--- src/rtl/current_dac_ctrl_pkg.sv ---
// Purpose : shared types and array geometry for the current DAC controller.
// Latency : n/a (types and constants only).
// Backpr. : n/a.
//
// Contents: state_t (controller FSM states), unit-array geometry constants.
package cdac_pkg;

  typedef enum logic [1:0] {
    OFF    = 2'd0,
    SETTLE = 2'd1,
    ACTIVE = 2'd2,
    FAULT  = 2'd3
  } state_t;

  // Unit array: 17 thermometer units of 64 LSB each plus a 6-bit binary tail.
  localparam int NUM_THERM   = 17;
  localparam int NUM_BIN     = 6;
  localparam int UNIT_LSB    = 64;
  // Full scale: every thermometer unit plus every binary unit on.
  localparam int CODE_MAX    = NUM_THERM * UNIT_LSB + (UNIT_LSB - 1);
  // Wide enough to hold a thermometer count of 0..NUM_THERM.
  localparam int THERM_CNT_W = $clog2(NUM_THERM + 1);

endpackage

--- src/rtl/current_dac_ctrl_if.sv ---
// Purpose : DAC code valid/ready channel into the current DAC controller.
// Latency : n/a (wires only).
// Backpr. : slave drops code_ready while an update is being held off.
//
// Signals: code (requested DAC code), code_valid, code_ready.
interface current_dac_ctrl_if #(
  parameter int CODE_W = 11
) ();

  logic [CODE_W-1:0] code;
  logic              code_valid;
  logic              code_ready;

  modport master (
    output code,
    output code_valid,
    input  code_ready
  );

  modport slave (
    input  code,
    input  code_valid,
    output code_ready
  );

endinterface

--- src/rtl/current_dac_ctrl_therm_decode.sv ---
// Purpose : thermometer decoder, count n -> lowest n unit enables set.
// Latency : combinational.
// Backpr. : none.
//
// Ports: count (units to switch on), therm (per-unit enables, [0] fills first).
// Counts above NUM_THERM saturate to all units on.
module cdac_therm_decode
  import cdac_pkg::*;
(
  input  logic [THERM_CNT_W-1:0] count,
  output logic [NUM_THERM-1:0]   therm
);

  always_comb begin
    therm = '0;
    for (int i = 0; i < NUM_THERM; i++) begin
      therm[i] = (count > THERM_CNT_W'(i));
    end
  end

endmodule

--- src/rtl/current_dac_ctrl.sv ---
// Purpose : power-up sequencing, code decode and fault shutdown for the current DAC unit array.
// Latency : enables update 1 cycle after a code transfer; pdb rises 1 cycle after enable.
// Backpr. : code_ready low outside ACTIVE and for UPD_HOLD cycles after each accepted code.
//
// Ports: clk, rst_n (async active-low), enable, supply_ok, code_if (code/code_valid/code_ready),
//        red_sel, atb_sel -> pdb, therm_en, bin_en, bin_red_en, atb_ena, fault, sat.
module current_dac_ctrl
  import cdac_pkg::*;
#(
  parameter int CODE_W        = 11,
  parameter int SETTLE_CYCLES = 64,
  parameter int UPD_HOLD      = 4
) (
  input  logic                 clk,
  input  logic                 rst_n,
  input  logic                 enable,
  input  logic                 supply_ok,
  current_dac_ctrl_if.slave    code_if,
  input  logic                 red_sel,
  input  logic [1:0]           atb_sel,
  output logic                 pdb,
  output logic [NUM_THERM-1:0] therm_en,
  output logic [NUM_BIN-1:0]   bin_en,
  output logic                 bin_red_en,
  output logic [1:0]           atb_ena,
  output logic                 fault,
  output logic                 sat
);

  localparam int SET_W     = $clog2(SETTLE_CYCLES + 1);
  localparam int HOLD_W    = $clog2(UPD_HOLD + 1);
  localparam int LSB_SHIFT = $clog2(UNIT_LSB);

  state_t              state_q, state_d;
  logic [SET_W-1:0]    settle_cnt_q, settle_cnt_d;
  logic [HOLD_W-1:0]   hold_cnt_q, hold_cnt_d;

  logic                code_ready_int;
  logic                xfer;

  // Decode of the code currently on the bus.
  logic                dec_sat;
  logic [CODE_W-1:0]   codec;
  logic [THERM_CNT_W-1:0] therm_cnt;
  logic [NUM_THERM-1:0]   dec_therm;
  logic [NUM_BIN-1:0]     dec_bin;
  logic                   dec_red;

  // Next values of the registered outputs.
  logic                 pdb_d;
  logic [NUM_THERM-1:0] therm_en_d;
  logic [NUM_BIN-1:0]   bin_en_d;
  logic                 bin_red_en_d;
  logic [1:0]           atb_ena_d;
  logic                 fault_d;
  logic                 sat_d;

  assign code_ready_int     = (state_q == ACTIVE) && (hold_cnt_q == '0);
  assign code_if.code_ready = code_ready_int;
  assign xfer               = code_if.code_valid & code_ready_int;

  // Clamp to full scale; anything above it lights every unit and flags sat.
  assign dec_sat   = code_if.code > CODE_W'(CODE_MAX);
  assign codec     = dec_sat ? CODE_W'(CODE_MAX) : code_if.code;
  assign therm_cnt = THERM_CNT_W'(codec[CODE_W-1:LSB_SHIFT]);

  cdac_therm_decode u_therm_decode (
    .count (therm_cnt),
    .therm (dec_therm)
  );

  // With red_sel the LSB weight moves from bin_en[0] to the redundant unit.
  always_comb begin
    dec_bin = codec[NUM_BIN-1:0];
    dec_red = 1'b0;
    if (red_sel) begin
      dec_bin[0] = 1'b0;
      dec_red    = codec[0];
    end
  end

  // Next-state and next-output logic.
  always_comb begin
    state_d      = state_q;
    settle_cnt_d = '0;
    hold_cnt_d   = '0;

    unique case (state_q)
      OFF: begin
        if (enable) state_d = SETTLE;
      end
      SETTLE: begin
        // Dropping enable wins over a supply fault so a deliberate
        // power-down never latches the fault flag.
        if (!enable) begin
          state_d = OFF;
        end else if (!supply_ok) begin
          state_d = FAULT;
        end else if (settle_cnt_q == SET_W'(SETTLE_CYCLES - 1)) begin
          state_d = ACTIVE;
        end else begin
          settle_cnt_d = settle_cnt_q + 1'b1;
        end
      end
      ACTIVE: begin
        if (!enable) begin
          state_d = OFF;
        end else if (!supply_ok) begin
          state_d = FAULT;
        end else if (xfer) begin
          hold_cnt_d = HOLD_W'(UPD_HOLD);
        end else if (hold_cnt_q != '0) begin
          hold_cnt_d = hold_cnt_q - 1'b1;
        end
      end
      FAULT: begin
        if (!enable) state_d = OFF;
      end
      default: state_d = OFF;
    endcase

    pdb_d        = (state_d == SETTLE) || (state_d == ACTIVE);
    fault_d      = (state_d == FAULT);
    therm_en_d   = '0;
    bin_en_d     = '0;
    bin_red_en_d = 1'b0;
    atb_ena_d    = 2'b00;
    sat_d        = sat;

    // Enables only survive while staying in (or entering) ACTIVE; a
    // transfer in a cycle that leaves ACTIVE is dropped here as well.
    if (state_d == ACTIVE) begin
      atb_ena_d    = atb_sel;
      therm_en_d   = therm_en;
      bin_en_d     = bin_en;
      bin_red_en_d = bin_red_en;
      if (xfer) begin
        therm_en_d   = dec_therm;
        bin_en_d     = dec_bin;
        bin_red_en_d = dec_red;
        sat_d        = dec_sat;
      end
    end
  end

  always_ff @(posedge clk or negedge rst_n) begin
    if (!rst_n) begin
      state_q      <= OFF;
      settle_cnt_q <= '0;
      hold_cnt_q   <= '0;
      pdb          <= 1'b0;
      therm_en     <= '0;
      bin_en       <= '0;
      bin_red_en   <= 1'b0;
      atb_ena      <= 2'b00;
      fault        <= 1'b0;
      sat          <= 1'b0;
    end else begin
      state_q      <= state_d;
      settle_cnt_q <= settle_cnt_d;
      hold_cnt_q   <= hold_cnt_d;
      pdb          <= pdb_d;
      therm_en     <= therm_en_d;
      bin_en       <= bin_en_d;
      bin_red_en   <= bin_red_en_d;
      atb_ena      <= atb_ena_d;
      fault        <= fault_d;
      sat          <= sat_d;
    end
  end

endmodule
--- src/flat_wrapper.sv ---
// flat-port wrapper written by rule: the top's interface ports become plain ports
module current_dac_ctrl_flat import cdac_pkg::*;
#(
  parameter int CODE_W        = 11,
  parameter int SETTLE_CYCLES = 64,
  parameter int UPD_HOLD      = 4
)
  (clk, rst_n, enable, supply_ok, red_sel, atb_sel, pdb, therm_en, bin_en, bin_red_en, atb_ena, fault, sat, code_if_code, code_if_code_valid, code_if_code_ready);
  current_dac_ctrl_if #(.CODE_W(CODE_W)) code_if_i ();
  input  logic clk;
  input  logic rst_n;
  input  logic enable;
  input  logic supply_ok;
  input  logic red_sel;
  input  logic [1:0] atb_sel;
  output logic pdb;
  output logic [NUM_THERM-1:0] therm_en;
  output logic [NUM_BIN-1:0] bin_en;
  output logic bin_red_en;
  output logic [1:0] atb_ena;
  output logic fault;
  output logic sat;
  input wire logic [$bits(code_if_i.code)-1:0] code_if_code;
  input wire logic [$bits(code_if_i.code_valid)-1:0] code_if_code_valid;
  output wire logic [$bits(code_if_i.code_ready)-1:0] code_if_code_ready;
  assign code_if_i.code = code_if_code;
  assign code_if_i.code_valid = code_if_code_valid;
  assign code_if_code_ready = code_if_i.code_ready;
  current_dac_ctrl #(.CODE_W(CODE_W), .SETTLE_CYCLES(SETTLE_CYCLES), .UPD_HOLD(UPD_HOLD)) u_core (.clk(clk), .rst_n(rst_n), .enable(enable), .supply_ok(supply_ok), .code_if(code_if_i), .red_sel(red_sel), .atb_sel(atb_sel), .pdb(pdb), .therm_en(therm_en), .bin_en(bin_en), .bin_red_en(bin_red_en), .atb_ena(atb_ena), .fault(fault), .sat(sat));
endmodule
--- config.mk ---
export PLATFORM = sky130hd
export DESIGN_NAME = current_dac_ctrl_flat
export DESIGN_NICKNAME = d
export VERILOG_FILES = /design/src/rtl/current_dac_ctrl_pkg.sv /design/src/rtl/current_dac_ctrl_if.sv /design/src/rtl/current_dac_ctrl_therm_decode.sv /design/src/rtl/current_dac_ctrl.sv /design/src/flat_wrapper.sv
export SDC_FILE = /design/constraint.sdc
export NUM_CORES = 1
export LEC_CHECK = 0
export BUFFER_PORTS_ARGS = -buffer_cell sky130_fd_sc_hd__buf_4
export CAP_MARGIN = 10
export CORE_MARGIN = 8
export CORE_UTILIZATION = 47
export CTS_CLUSTER_DIAMETER = 80
export DETAILED_ROUTE_END_ITERATION = 8
export PLACE_DENSITY = 0.76
export RECOVER_POWER = 50
export SYNTH_ARGS = -nofsm -noshare
export SYNTH_HDL_FRONTEND = slang
export SYNTH_SLANG_ARGS = --single-unit
--- constraint.sdc ---
create_clock -name clk -period 2.4 [get_ports clk]
set_clock_uncertainty 0.15 [all_clocks]
set_input_delay 0 -clock clk [delete_from_list [all_inputs] [get_ports clk]]
set_output_delay 0 -clock clk [all_outputs]
set_load 0.03 [all_outputs]
==> Word-level counts from Yosys, hierarchy flattened <==
Cells that the tools add are included.
{ "word_totals": {"reg_bits": 41, "output_inout_bits": 30, "word_cells": 72} }
{ "classes": {"add_sub_neg": 2, "n_lt_le_gt_ge": 18, "n_eq_ne": 8, "mux": 27, "bitwise_logic": 1, "reduce_logical": 6} }
{ "op_table": {"columns": ["operator", "n"], "rows": [
  ["$gt A5 B4 Y1 const B", 8],
  ["$mux W17", 2],
  ["$mux W7", 4],
  ["$gt A5 B3 Y1 const B", 4],
  ["$mux W2", 8],
  ["$mux W3", 5],
  ["$mux W6", 2],
  ["$gt A11 B11 Y1 const B", 1],
  ["$mux W11", 1],
  ["$gt A5 B1 Y1 const B", 2],
  ["$gt A5 B2 Y1 const B", 2],
  ["$eq A2 B2 Y1 const B", 4],
  ["$pmux W2 S4", 1],
  ["$add A7 B1 Y7 const B", 1],
  ["$eq A7 B6 Y1 const B", 1],
  ["$gt A5 B5 Y1 const B", 1],
  ["$eq A2 B1 Y1 const B", 2],
  ["$mux W1", 4],
  ["$logic_not A3 Y1", 1],
  ["$reduce_bool A3 Y1", 1],
  ["$sub A3 B1 Y3 const B", 1],
  ["$logic_not A2 Y1", 1],
  ["$ne A2 B1 Y1 const B", 1],
  ["$reduce_and A2 Y1", 1],
  ["3 further kinds", 3]
]} }

==> Logic depth before layout (Yosys ltp) <==
{ "logic_depth": {"ltp_word": 7, "depth_mapped": 8} }

==> Hierarchy <==
A second synthesis with hierarchy kept.
{ "unflattened": {"cells_unflattened": 196, "hier_area_um2": 1933.1} }
{ "modules_own_cells": {"columns": ["module", "n_inst", "cells_per_inst", "area_per_inst_um2", "seq_area_each_um2"], "rows": [
  ["current_dac_ctrl", 1, 166, 1770.4, 1026.0],
  ["cdac_therm_decode", 1, 30, 162.7, 0.0]
]} }

==> Worst setup path after synthesis <==
No wires, ideal clock.
{ "synth_path": {"kind": "register to register", "from": "register u_core.settle_cnt_q[0]", "to": "register u_core.therm_en[0]", "setup_time_ns": 0.065, "arrival_ns": 2.176, "required_time_ns": 2.185, "setup_slack_ns": 0.009, "stages_incl_launch_ff": 9, "path_buffers": 2, "period_less_slack_ns": 2.391, "path_cell_list": "dfrtp_1 ha_1 nand3_2 or3_4 a31oi_1 ha_1 clkbuf_1 clkbuf_1 o211a_1"} }
{ "synth_between": {"elab_chain_len": 7} }
{ "synth_rtl": {"columns": ["element", "line_no", "source"], "rows": [
  ["from (decl)", "current_dac_ctrl.sv:35", "logic [SET_W-1:0] settle_cnt_q, settle_cnt_d;"],
  ["from (signal assigned)", "current_dac_ctrl.sv:160", "settle_cnt_q <= settle_cnt_d;"],
  ["$eq A7 B6 Y1 *", "current_dac_ctrl.sv:99", "end else if (settle_cnt_q == SET_W'(SETTLE_CYCLES - 1)) begin"],
  ["$mux W2 *", "current_dac_ctrl.sv:99", null],
  ["$mux W2 *", "current_dac_ctrl.sv:97", "end else if (!supply_ok) begin"],
  ["$mux W2 *", "current_dac_ctrl.sv:95", "if (!enable) begin"],
  ["$pmux W2 S4 *", "current_dac_ctrl.sv:88", "unique case (state_q)"],
  ["net u_core.state_d[1]", "current_dac_ctrl.sv:34", "state_t state_q, state_d;"],
  ["$eq A2 B2 Y1 *", "current_dac_ctrl.sv:132", "if (state_d == ACTIVE) begin"],
  ["$ne A2 B1 Y1 (no line) or $mux W17 (tied branches)", null, null],
  ["to (signal assigned)", "current_dac_ctrl.sv:163", "therm_en <= therm_en_d;"],
  ["to (decl)", "current_dac_ctrl.sv:22", "output logic [NUM_THERM-1:0] therm_en,"]
]} }
The timed path passes the listed nets; every way through them passes the cells marked *.
A chain may end at the register's enable or synchronous reset.

==> Worst setup path after layout <==
{ "layout_path": {"from": "register u_core.settle_cnt_q[0]", "to": "register u_core.therm_en[10]"} }
Same word-level chain as after synthesis.

==> metrics.yaml <==
cells_and_area:
  fin_area_um2: 2510
  fin_nets: 265
  antennaDiodeCount: 0
  drive_gt1_share_pct: 21.6
  synthToLayoutAreaGrowth_pct: 33.0
flow_run:
  drv_cap: 0
sta:
  worstMarginPinSlew_ps: 1000
  setup_tns_ps: 0
  final_hold_viol_count: 0
  max_slew_margin_pct: 33.3
  timing.final.crit_period_ps: 2230
  setup_viol: 0
  finalCritPeriodShare_pct: 93.1
  max_freq_mhz: 448
  slew_violations: 0
  setup_slack_ps: 166
global_routing:
  grt_overflow: 0
  grt_max_degree: 42
  grt_use_total_pct: 15.5
  antenna_found_initial: 0
  grt_pass1_vias: 1634
  grt_first_pass_wirelength_mm: 7.69
yosys:
  syn_area_per_cell_um2: 10.7
  synth.distinct_cells: 36
  ys_seq_area_share_pct: 54.3
  synth_commonest_cells: "dfrtp_1 (41), nand2_1 (16), o211a_1 (15)"
  synth_edf_count: 0
  synth.area.top_cells: "dfrtp_1 (54%), o211a_1 (7.9%), ha_1 (3.3%)"
  syn_nets: 200
  ys_warn_count: 0
  async_flop_share_pct: 100
  ys_seq_elements: 41
  synth.most_common_cell: "dfrtp_1"
  synth_area_um2: 1890
  synth_top_area_cell: "dfrtp_1"
  synth_top_flop_cell: "dfrtp_1"
  synth_top_area_share_pct: 54.3
  syn_inst: 176
worst_setup_path:
  crit_path_end_kind: "register"
  crit_required_ps: 2470
  setup.worst_path.start: "u_core.settle_cnt_q[0]"
  reg2reg_setup_slack_ps: 170
  start_kind: "register"
  r2r_start: "u_core.settle_cnt_q[0]"
  cp_max_fo: 13
  crit_arrival_ps: 2310
  path_class: "reg -> reg"
clock_tree:
  root_buffer: "clkbuf_8"
  cts_tree: "yes"
  clkTransAtPathRegs_ps: 80
  cts_buffers: 5
  clock_path_buffers: 2
  cts_num_sinks: 41
  cts_setup_buffers: 0
  clk_latency_ps: 290
  cts-htree-levels: 2
run_status:
  status: "complete, no violations"
drt:
  drt_iter0_drc: 122
  wl_mm: 4.47
  via_count: 1531
  dr.pass1.iters: 4
  drc: 0
  wl_per_cell_um: 15.3
  ant_nets: 0
  via_per_inst: 5.26
floorplanning:
  dieHeight_um: 79.4
  dieWidth_um: 79.4
  num_io_pins: 49
  rows: 23
  initial_core_util_pct: 47.9
  die-area_um2: 6300
  design.core.area_um2: 3940
placement:
  portBuffers: 48
  dp_hpwl_mm: 2.97
  placed_area_um2: 2280
  routabilityCongestion: 0.746
  dpl_worst_slack_ps: 66.3
power_and_ir_drop:
  power.leakage_nw: 1.37
  power_density_nw_per_um2: 522
  fin_total_pwr_mw: 1.31
  irDropWorstVdd_mv: 0.347
worst_hold_path:
  min_from: "code_if_code[8]"
  hold_class: "in -> reg"
[what timing repair did]
action | CTS | global route
gates resized for setup | 0 | 4
hold buffers | 18 | 0
setup endpoints to repair | 0 | 11
endpoints found under the hold margin | 67 | 0
[report_power, final]
group	internal, mW	total [mW]	switching (mW)
registers	0.700	0.706	0.00556
logic	0.0666	0.153	0.0860
clock network	0.228	0.455	0.226
[worst max-delay path: stages, from the launching register on]
cell,delay (ps)
dfrtp_1,370
ha_1,210
nand3_2,130
or3_4,420
a31oi_4,230
ha_2,230
buf_4,190
o21ai_0,100
a21oi_1,130
[metrics by stage]
step	hold slack, ps	cells	utilization [%]
CTS	5.70	291	64.6
global route	53.7	291	63.7
global placement	-140	266	57.8
detailed placement	-137	266	57.8
floorplan	-446	176	-
finish	17.3	291	63.7
[registers in the layout, summed over array words and instances, names as in the netlist]
name and cells:
u_core.state_q 2, u_core.settle_cnt_q 7, u_core.therm_en 17, u_core.atb_ena 2, u_core.bin_en 6, u_core.hold_cnt_q 3
u_core.pdb 1, u_core.sat 1, u_core.fault 1, u_core.bin_red_en 1
[logic make-up after synthesis]
logic type	synth area share (%)
AOI/OAI and AO/OA	18.6
buffers and inverters	4.77
xor gates and xnor gates	1.39
and+or+nand+nor	16.5
adders and majority gates	3.31
DFF	54.3
muxes	1.13
[area by class of cell]
| cell class | count | area, µm² |
|---|---|---|
| Fill cell | 324 | 1430 |
| Sequential cell | 41 | 1030 |
| Multi-Input combinational cell | 119 | 791 |
| Timing Repair Buffer | 70 | 532 |
| Clock buffer | 7 | 86.3 |
| Tap cell | 50 | 62.6 |
| Inverter | 4 | 15.0 |
[worst paths after layout]
| kind | cells after the start | end |
|---|---|---|
| worst max-delay path | 8 | u_core.therm_en[10] |
| worst min-delay path | 4 | u_core.therm_en[5] |
| worst max register to register | 8 | u_core.therm_en[10] |
| worst min register to register | 1 | u_core.hold_cnt_q[0] |
| max in group asynchronous | 2 | u_core.bin_en[1] |
| min in group asynchronous | 2 | u_core.pdb |
[cell usage in the layout, fill, tap and decap left out, drive strengths merged, types with 2 or more instances in the layout]
cell type    synthesis  routed
and4b                2       2
nor2                12      12
buf                  5      37
or3                  3       3
nor2b                3       3
and2                 4       4
o21ai               12      12
ha                   5       5
nand2               16      16
o211ai               2       2
nor3                 2       2
o22ai                3       3
a31oi                2       2
nand3               11      11
a21oi               11      11
nand3b               3       3
dfrtp               41      41
o211a               15      15
inv                  4       4
dlygate4sd3          0      18
xor2                 2       2
clkbuf               7      22
[routing by layer]
| layer | vias to the layer above | track usage, % | share of wire, % |
|---|---|---|---|
| met5 | - | 0 | 0 |
| met4 | 0 | 9.81 | 2.8 |
| met3 | 12 | 5.29 | 7.3 |
| met2 | 44 | 23.9 | 48 |
| met1 | 723 | 18.1 | 42 |
| li1 | 752 | - | - |
No activity file was read; power rests on OpenSTA's default activity.
